## src/rtl/artemis_bringup_seq.sv

```systemverilog
// Artemis reset/bring-up sequencer: merges board resets, sequences PLL and DDR3 bring-up,
// staggers DDR3 user-port release, retries on timeout and recovers from run-time loss.
module artemis_bringup_seq #(
  parameter int unsigned NUM_RST_SRC        = 2,
  parameter int unsigned NUM_PORTS          = 6,
  parameter int unsigned PLL_RST_CYCLES     = 8,
  parameter int unsigned LOCK_STABLE_CYCLES = 1024,
  parameter int unsigned DDR_RST_CYCLES     = 8,
  parameter int unsigned TIMEOUT_CYCLES     = 1048576,
  parameter int unsigned STAGGER_CYCLES     = 16,
  parameter int unsigned MAX_RETRIES        = 3
) (
  input  logic                             clk,
  input  logic                             rst,
  input  logic [NUM_RST_SRC-1:0]           rst_src_n,
  input  logic                             pll_locked,
  input  logic                             calibration_done,
  output logic                             pll_rst,
  output logic                             ddr3_rst,
  output logic [NUM_PORTS-1:0]             port_rst,
  output logic                             sys_rst,
  output logic                             ready,
  output logic                             error,
  output logic [$clog2(MAX_RETRIES+1)-1:0] retry_count,
  output logic [2:0]                       state
);

  localparam int unsigned MAX_A    = (PLL_RST_CYCLES > DDR_RST_CYCLES) ? PLL_RST_CYCLES : DDR_RST_CYCLES;
  localparam int unsigned MAX_B    = (TIMEOUT_CYCLES > STAGGER_CYCLES) ? TIMEOUT_CYCLES : STAGGER_CYCLES;
  localparam int unsigned MAX_LOAD = (MAX_A > MAX_B) ? MAX_A : MAX_B;
  localparam int unsigned CNT_W    = $clog2(MAX_LOAD + 1);
  localparam int unsigned LOCK_W   = $clog2(LOCK_STABLE_CYCLES + 1);
  localparam int unsigned IDX_W    = (NUM_PORTS > 1) ? $clog2(NUM_PORTS) : 1;
  localparam int unsigned RETRY_W  = $clog2(MAX_RETRIES + 1);

  localparam logic [CNT_W-1:0]   PLL_LOAD     = CNT_W'(PLL_RST_CYCLES - 1);
  localparam logic [CNT_W-1:0]   DDR_LOAD     = CNT_W'(DDR_RST_CYCLES - 1);
  localparam logic [CNT_W-1:0]   TIMEOUT_LOAD = CNT_W'(TIMEOUT_CYCLES - 1);
  localparam logic [CNT_W-1:0]   STAGGER_LOAD = CNT_W'(STAGGER_CYCLES - 1);
  localparam logic [LOCK_W-1:0]  LOCK_LAST    = LOCK_W'(LOCK_STABLE_CYCLES - 1);
  localparam logic [IDX_W-1:0]   PORT_LAST    = IDX_W'(NUM_PORTS - 1);
  localparam logic [RETRY_W-1:0] RETRY_MAX    = RETRY_W'(MAX_RETRIES);

  typedef enum logic [2:0] {
    S_PLL_RST   = 3'd0,
    S_WAIT_LOCK = 3'd1,
    S_DDR_RST   = 3'd2,
    S_WAIT_CAL  = 3'd3,
    S_RELEASE   = 3'd4,
    S_RUN       = 3'd5,
    S_FAULT     = 3'd6
  } state_e;

  logic [NUM_RST_SRC-1:0] src_s1_q, src_s2_q;
  logic                   lock_s1_q, lock_s2_q;
  logic                   cal_s1_q, cal_s2_q;
  logic                   src_ok, lock_ok, cal_ok;

  state_e              state_q, state_d;
  logic [CNT_W-1:0]    cnt_q, cnt_d;
  logic [LOCK_W-1:0]   lock_cnt_q, lock_cnt_d;
  logic [IDX_W-1:0]    idx_q, idx_d;
  logic [RETRY_W-1:0]  retry_q, retry_d;
  logic                pll_rst_q, pll_rst_d;
  logic                ddr3_rst_q, ddr3_rst_d;
  logic [NUM_PORTS-1:0] port_rst_q, port_rst_d;
  logic                sys_rst_q, sys_rst_d;
  logic                ready_q, ready_d;
  logic                error_q, error_d;
  logic [NUM_PORTS-1:0] rel_mask;
  logic                timeout;
  logic                entry;

  // Two-flop synchronisers; reset low so sources read as asserted until proven clean.
  always_ff @(posedge clk or negedge rst) begin
    if (!rst) begin
      src_s1_q  <= '0;
      src_s2_q  <= '0;
      lock_s1_q <= 1'b0;
      lock_s2_q <= 1'b0;
      cal_s1_q  <= 1'b0;
      cal_s2_q  <= 1'b0;
    end else begin
      src_s1_q  <= rst_src_n;
      src_s2_q  <= src_s1_q;
      lock_s1_q <= pll_locked;
      lock_s2_q <= lock_s1_q;
      cal_s1_q  <= calibration_done;
      cal_s2_q  <= cal_s1_q;
    end
  end

  assign src_ok  = &src_s2_q;
  assign lock_ok = lock_s2_q;
  assign cal_ok  = cal_s2_q;

  always_comb begin
    state_d    = state_q;
    cnt_d      = cnt_q;
    lock_cnt_d = lock_cnt_q;
    idx_d      = idx_q;
    retry_d    = retry_q;
    rel_mask   = port_rst_q;
    timeout    = 1'b0;
    entry      = 1'b0;
    pll_rst_d  = 1'b0;
    ddr3_rst_d = 1'b1;
    port_rst_d = '1;
    sys_rst_d  = 1'b1;
    ready_d    = 1'b0;
    error_d    = 1'b0;

    case (state_q)
      S_PLL_RST: begin
        if (src_ok) begin
          if (cnt_q == '0) state_d = S_WAIT_LOCK;
          else             cnt_d   = cnt_q - CNT_W'(1);
        end
      end
      S_WAIT_LOCK: begin
        if (lock_ok) begin
          if (lock_cnt_q == LOCK_LAST) state_d    = S_DDR_RST;
          else                         lock_cnt_d = lock_cnt_q + LOCK_W'(1);
        end else begin
          lock_cnt_d = '0;
        end
        if (state_d == S_WAIT_LOCK) begin
          if (cnt_q == '0) timeout = 1'b1;
          else             cnt_d   = cnt_q - CNT_W'(1);
        end
      end
      S_DDR_RST: begin
        if (cnt_q == '0) state_d = S_WAIT_CAL;
        else             cnt_d   = cnt_q - CNT_W'(1);
      end
      S_WAIT_CAL: begin
        if (cal_ok)           state_d = S_RELEASE;
        else if (cnt_q == '0) timeout = 1'b1;
        else                  cnt_d   = cnt_q - CNT_W'(1);
      end
      S_RELEASE: begin
        if (cnt_q == '0) begin
          rel_mask[idx_q] = 1'b0;
          idx_d           = idx_q + IDX_W'(1);
          cnt_d           = STAGGER_LOAD;
          if (idx_q == PORT_LAST) state_d = S_RUN;
        end else begin
          cnt_d = cnt_q - CNT_W'(1);
        end
      end
      S_RUN, S_FAULT: ;
      default: state_d = S_PLL_RST;
    endcase

    if (timeout) begin
      retry_d = retry_q + RETRY_W'(1);
      state_d = (retry_d == RETRY_MAX) ? S_FAULT : S_PLL_RST;
    end

    // Run-time losses, applied lowest priority first so the stronger event overrides.
    if (state_q == S_RELEASE || state_q == S_RUN) begin
      if (!cal_ok)  state_d = S_DDR_RST;
      if (!lock_ok) state_d = S_PLL_RST;
    end
    if (!src_ok) begin
      state_d = S_PLL_RST;
      retry_d = '0;
    end
    if (state_d == S_RUN) retry_d = '0;

    entry = (state_d != state_q) || !src_ok;
    if (entry) begin
      lock_cnt_d = '0;
      idx_d      = '0;
      rel_mask   = '1;
      case (state_d)
        S_PLL_RST:              cnt_d = PLL_LOAD;
        S_WAIT_LOCK, S_WAIT_CAL: cnt_d = TIMEOUT_LOAD;
        S_DDR_RST:              cnt_d = DDR_LOAD;
        S_RELEASE:              cnt_d = STAGGER_LOAD;
        default:                cnt_d = '0;
      endcase
    end

    // Outputs derive from the next state so they update on the same edge as the FSM.
    pll_rst_d  = (state_d == S_PLL_RST);
    ddr3_rst_d = (state_d == S_PLL_RST) || (state_d == S_WAIT_LOCK) ||
                 (state_d == S_DDR_RST) || (state_d == S_FAULT);
    case (state_d)
      S_RELEASE: port_rst_d = rel_mask;
      S_RUN:     port_rst_d = '0;
      default:   port_rst_d = '1;
    endcase
    sys_rst_d = (state_d != S_RUN);
    ready_d   = (state_d == S_RUN);
    error_d   = (state_d == S_FAULT);
  end

  always_ff @(posedge clk or negedge rst) begin
    if (!rst) begin
      state_q    <= S_PLL_RST;
      cnt_q      <= PLL_LOAD;
      lock_cnt_q <= '0;
      idx_q      <= '0;
      retry_q    <= '0;
      pll_rst_q  <= 1'b1;
      ddr3_rst_q <= 1'b1;
      port_rst_q <= '1;
      sys_rst_q  <= 1'b1;
      ready_q    <= 1'b0;
      error_q    <= 1'b0;
    end else begin
      state_q    <= state_d;
      cnt_q      <= cnt_d;
      lock_cnt_q <= lock_cnt_d;
      idx_q      <= idx_d;
      retry_q    <= retry_d;
      pll_rst_q  <= pll_rst_d;
      ddr3_rst_q <= ddr3_rst_d;
      port_rst_q <= port_rst_d;
      sys_rst_q  <= sys_rst_d;
      ready_q    <= ready_d;
      error_q    <= error_d;
    end
  end

  assign pll_rst     = pll_rst_q;
  assign ddr3_rst    = ddr3_rst_q;
  assign port_rst    = port_rst_q;
  assign sys_rst     = sys_rst_q;
  assign ready       = ready_q;
  assign error       = error_q;
  assign retry_count = retry_q;
  assign state       = state_q;

endmodule
```

## config.mk

```make
export PLATFORM = sky130hd
export DESIGN_NAME = artemis_bringup_seq
export DESIGN_NICKNAME = d
export VERILOG_FILES = /design/src/rtl/artemis_bringup_seq.sv
export SDC_FILE = /design/constraint.sdc
export NUM_CORES = 1
export LEC_CHECK = 0
export BUFFER_PORTS_ARGS = -buffer_cell sky130_fd_sc_hd__buf_2
export CAP_MARGIN = 20
export CORE_MARGIN = 4
export CORE_UTILIZATION = 52
export DETAILED_ROUTE_END_ITERATION = 10
export PLACE_DENSITY = 0.7
export SETUP_SLACK_MARGIN = 0.2
export SLEW_MARGIN = 0
export SYNTH_ARGS = -nofsm -noshare
export SYNTH_HDL_FRONTEND = slang
export SYNTH_SLANG_ARGS = --single-unit
```

## constraint.sdc

```tcl
create_clock -name clk -period 2.8 [get_ports clk]
set_input_delay 0.42 -clock clk [delete_from_list [all_inputs] [get_ports clk]]
set_output_delay 0.42 -clock clk [all_outputs]
set_load 0.02 [all_outputs]
```

After elaboration in Yosys (flattened, before gate mapping) --
Index checks and enable logic that the tools add are counted.
Storage, ports and cells: bits in writable memories 0, input port bits 6, bits in registers 59, ROM bits 0, word-level logic and storage cells 115, memories kept 0, output and inout port bits 16, bits in latches 0
Operators by class: order comparisons 2, add/sub/neg operators 4, equality and inequality tests 25, multipliers 0, bitwise operators 2, reductions and logical operators 22, shift operators 0, div/mod/pow operators 0, muxes and demuxes 43
Operators with widths (count):
- $mux W21 | 6
- $pmux W21 S5 | 1
- $pmux W20 S3 | 1
- $mux W3 | 17
- $mux W11 | 4
- $eq A3 B3 Y1 const B | 7
- $logic_not A21 Y1 | 1
- $ne A3 B3 Y1 const B | 7
- $sub A21 B1 Y21 const B | 1
- $mux W6 | 3
- $pmux W3 S6 | 1
- $eq A3 B2 Y1 const B | 4
- $pmux W6 S2 | 1
- $add A11 B1 Y11 const B | 1
- $eq A11 B10 Y1 const B | 1
- $eq A3 B1 Y1 const B | 3
- $reduce_and A2 Y1 | 4
- $and A6 B6 Y6 | 1
- $logic_not A3 Y1 | 2
- $mux W2 | 3
- $not A6 Y6 | 1
- $reduce_bool A2 Y1 | 3
- $reduce_bool A6 Y1 | 1
- $reduce_or A2 Y1 | 3
- 14 further kinds | 21

Depth between registers and ports, before layout --
word-level depth 16, mapped depth 11, gate-level depth less buffers 9

Worst setup path after synthesis --
OpenSTA, ideal clock, no wires.
path type register to register, from register cnt_q[8], to register port_rst_q[2], in the netlist port_rst[2], setup slack 0.243 ns, data required time 2.711 ns, stages on the path, launching flop included 10, buffers on the path 2, library setup time 0.089 ns, period minus slack after synthesis 2.557 ns, arrival 2.469 ns, cells stage by stage dfrtp_1 -> or4_4 -> and4b_1 -> buf_4 -> nand2_2 -> or3_1 -> buf_2 -> or4_1 -> a21oi_1 -> o21ai_1
On the way: longest elaborated chain between the ends 13, elaborated cells on any way between the ends 23, classes of those cells eq/ne (5); mux (15); reduce/logical (3)
RTL lines:
- start, declared | line 60 | logic [CNT_W-1:0] cnt_q, cnt_d;
- start signal, assigned | line 214 | cnt_q <= cnt_d;
- $logic_not A21 Y1 *
- $mux W1 | line 128, 138
- $mux W1 (on tied branches) | line 137, 127
- $pmux W1 S2 | line 113 | case (state_q)
- $mux W3 | line 155 | if (timeout) begin
- $mux W3 | line 162 | if (!cal_ok) state_d = S_DDR_RST;
- $mux W3 | line 163 | if (!lock_ok) state_d = S_PLL_RST;
- $mux W3 | line 161 | if (state_q == S_RELEASE || state_q == S_RUN) begin
- $mux W3 | line 165 | if (!src_ok) begin
- $ne A3 B3 Y1 | line 171 | entry = (state_d != state_q) || !src_ok;
- $logic_or A1 B1 Y1 | line 171
- $mux W6 / $ne A3 B3 Y1 (equally long branches)
- $pmux W6 S2 / $reduce_and A2 Y1 (equally long branches)
- end signal, assigned | line 220 | port_rst_q <= port_rst_d;
- end, declared | line 66 | logic [NUM_PORTS-1:0] port_rst_q, port_rst_d;
Mark *: on every way between the ends. The rest lies on a longest branch, timed or not. A chain may end at the register's enable or synchronous reset.

Worst setup path after layout --
from register cnt_q[9], to register lock_cnt_q[9]
On the way: longest elaborated chain between the ends 13, elaborated cells on any way between the ends 20, classes of those cells eq/ne (2); mux (14); reduce/logical (4)
RTL lines:
- $logic_not A21 Y1 *
- $mux W1 | line 128, 138
- $mux W1 (on tied branches) | line 137, 127
- $pmux W1 S2 | line 113
- $mux W3 * | line 155
- $mux W3 | line 162
- $mux W3 | line 163
- $mux W3 * | line 161
- $mux W3 * | line 165
- $ne A3 B3 Y1 * | line 171
- $logic_or A1 B1 Y1 * | line 171
- $ne A3 B3 Y1 (no line) / $reduce_bool A2 Y1 (equally long branches)
- $reduce_and A2 Y1 (no line)
- end signal, assigned | line 215 | lock_cnt_q <= lock_cnt_d;
- end, declared | line 61 | logic [LOCK_W-1:0] lock_cnt_q, lock_cnt_d;
Marks and branches as above.

==> flow_metrics.tcl <==
set metrics [dict create \
    status "complete, no violations" \
    drive_gt1_frac 0.276 \
    startpoint_type "flop" \
    gp_congestion 0.930 \
    path_class "flop to flop" \
    grt_pass1_wl_um 12800 \
    fin_crit_ns 2.59 \
    ir_drop_mv 0.383 \
    drtAntennaViolNets 0 \
    timing.fmax_mhz 386 \
    portBuffers 21 \
    via_per_inst 6.09 \
    power.internal_mw 1.48 \
    finalCritPeriodShare 0.926 \
    final_common_cell "dfrtp_1" \
    num_vias 2819 \
    clock_path_buffers 2 \
    antenna_cells 0 \
    clock-root-buffer "clkbuf_8" \
    final_cell_mix "47 x dfrtp_1, 35 x nor2_1, 33 x buf_4" \
    power_frac_seq 0.467 \
    setup_viol 0 \
    grt_pass1_vias 2702 \
    switching_power_uw 488 \
    hold_class "input pin to flop" \
    drtIter0Drc 177 \
    sw_frac_of_total 0.248 \
    die_h_um 85.5 \
    fin_skew_ns 0.0105 \
    cap_viol_max_count 0 \
    insertion_delay_ns 0.34 \
    relSlewSlack 0.521 \
    synth_top_flop_cell "dfrtp_1" \
    slew_viol_final 0 \
    ys_seq_elements 59 \
    num-fill-cells 448 \
    grt_max_degree 60 \
    synth_compound_area_frac 0.165 \
    worstSetupEndpointType "flop" \
    cts_tree "done" \
    floorplan.initialDensity 0.550 \
    async_flop_share 1.00 \
    synth_cell_types 55 \
    critPathMaxFanout 10 \
    totalWireLength_um 7840 \
    antenna_found_initial 0 \
    yosys.area_share.simple 0.260 \
    synth-xor-area-share 0.0337 \
    yosys.area_share.adder 0.0201 \
    ctsHtreeMaxLevel 3 \
    clk_pin_slew_ns 0.07 \
    area_growth_pct 23.3 \
    syn-instance-count 334 \
    die_width_um 85.5 \
    hold_viol 0 \
    synthMuxAreaShare 0.00963 \
    cp.required_ns 3.02 \
    syn_avg_cell_area_um2 9.34 \
    drcViolationCount 0 \
    clock_sinks 59 \
    worst_slew_pin_slew_ns 0.719 \
    rows 27 \
    synth_edf_count 0 \
    power_leakage_nw 1.62 \
    nets 397 \
    worstPathArrival_ns 2.81 \
    yosysWarnings 0 \
    final-seq-area_um2 1490 \
    final.setup.tns_ns 0 \
    wl_per_cell_um 16.9 \
    finalPower_mw 1.97 \
    syn_nets 345 \
    multi_input_area_um2 1620 \
    power_density_nw_per_um2 512 \
    grt_use_total 0.219 \
    power_frac_comb 0.084 \
    cts_buffers 9 \
    rsz0062_at_grt "true" \
    synth-seq-area-share 0.478 \
    synth_top_family_by_area "simple AND/OR/NAND/NOR gates" \
    grt.overflow.total 0 \
    io_pins 22 \
    coreArea_um2 5680 \
    synth_area_um2 3120 \
    dieArea_um2 7300 \
    power_frac_clock 0.449 \
    dp_hpwl_um 5100 \
    drt_pre_antenna_iters 5 \
]
## flip-flops by register name, indices dropped and copies added (netlist names), 2 cells and up
| signal | cells |
|---|---|
| cnt_q | 21 |
| idx_q | 3 |
| lock_cnt_q | 11 |
| port_rst | 6 |
| retry_count | 2 |
| src_s1_q | 2 |
| src_s2_q | 2 |
| state | 3 |
## worst max-delay path: stages (launching register included)
cell      delay, ns
dfrtp_1        0.37
or4_4          0.56
and4b_2        0.39
nand4_1        0.21
a211oi_2       0.38
nor2_2         0.12
buf_4          0.20
o21ai_4        0.14
nor2_1         0.09
## area by class of cell
type | count | area share
multi-input cells | 250 | 0.420
clock buffers | 10 | 0.0358
well taps | 72 | 0.0234
repair buffers | 56 | 0.0999
clock inverters | 6 | 0.0231
inverters | 10 | 0.00976
flip-flops and latches | 59 | 0.388
## through the flow
step	setup WS, ns	hold slack (ns)	util	instance area [um^2]	std cells
final	0.208	0.181	0.677	3840	463
after CTS	0.172	0.174	0.644	3660	448
after global routing	0.0976	0.166	0.677	3840	463
after detailed placement	0.0392	0.335	0.600	3400	431
after floorplan	0.243	0.124	-	3120	334
after global placement	0.0775	0.332	0.600	3400	431
## cell usage after synthesis, drive strengths merged (2+ instances only)
cell,number,share of area
a31oi,12,0.024
o41ai,3,0.0084
nor3,17,0.030
a21o,3,0.0072
dfstp,12,0.10
a211oi,4,0.0096
and3,4,0.0080
nand3,8,0.013
xor2,6,0.017
or4,5,0.013
or2,3,0.0060
a21boi,2,0.0048
inv,10,0.012
a221oi,2,0.0056
nor4b,3,0.012
mux2i,3,0.0096
a21oi,25,0.040
xnor2,6,0.017
o21ai,20,0.033
clkbuf,9,0.011
nor3b,3,0.0072
buf,6,0.010
a22oi,2,0.0048
nand2b,6,0.012
ha,5,0.020
nor2,37,0.045
or3,6,0.012
nor4,6,0.012
and2,2,0.0040
nand4b,2,0.0056
nand3b,6,0.014
and3b,2,0.0056
nand4,9,0.018
o31ai,3,0.0072
dfrtp,47,0.38
nand2,24,0.030
## cells by family after synthesis
kind of cell    after synthesis
simple gates                147
compound gates               83
flops                        59
buf+inv                      25
xor+xnor                     12
fa+ha+maj                     5
mux                           3
## power by group through the flow
stage	registers, mW	logic (mW)	clock network [mW]
after floorplan	0.926	0.0879	0
after global routing	0.925	0.186	0.939
final	0.921	0.166	0.884
after global placement	0.930	0.142	0
after CTS	0.918	0.146	0.892
after detailed placement	0.932	0.145	0
## repair_timing
item,in CTS,in global routing
pin swaps,0,17
setup endpoints to repair,32,38
resized for setup,4,15
setup buffers,1,15
hold buffers,0,0
## worst paths after layout
kind / startpoint / endpoint / slack, ns / cells after the start
max in group asynchronous: rst / cnt_q[7]$_DFFE_PN0P_ / 2.10 / 2
worst max register to register: cnt_q[9]$_DFFE_PN0P_ / lock_cnt_q[9]$_DFFE_PN0P_ / 0.21 / 8
min in group asynchronous: rst / retry_count[0]$_DFFE_PN0P_ / 0.23 / 2
worst max-delay path: cnt_q[9]$_DFFE_PN0P_ / lock_cnt_q[9]$_DFFE_PN0P_ / 0.21 / 8
worst min-delay path: calibration_done / cal_s1_q$_DFF_PN0_ / 0.18 / 1
worst min register to register: src_s1_q[1]$_DFF_PN0_ / src_s2_q[1]$_DFF_PN0_ / 0.35 / 0
## metal layers
| metal | routed length (um) | vias up | track usage |
|---|---|---|---|
| met4 | 125 | 0 | 0.0676 |
| met3 | 412 | 13 | 0.0573 |
| met1 | 3660 | 1371 | 0.300 |
| li1 | - | 1338 | - |
| met5 | 0 | - | 0 |
| met2 | 3640 | 97 | 0.338 |
No activity file was read; power rests on OpenSTA's default activity.
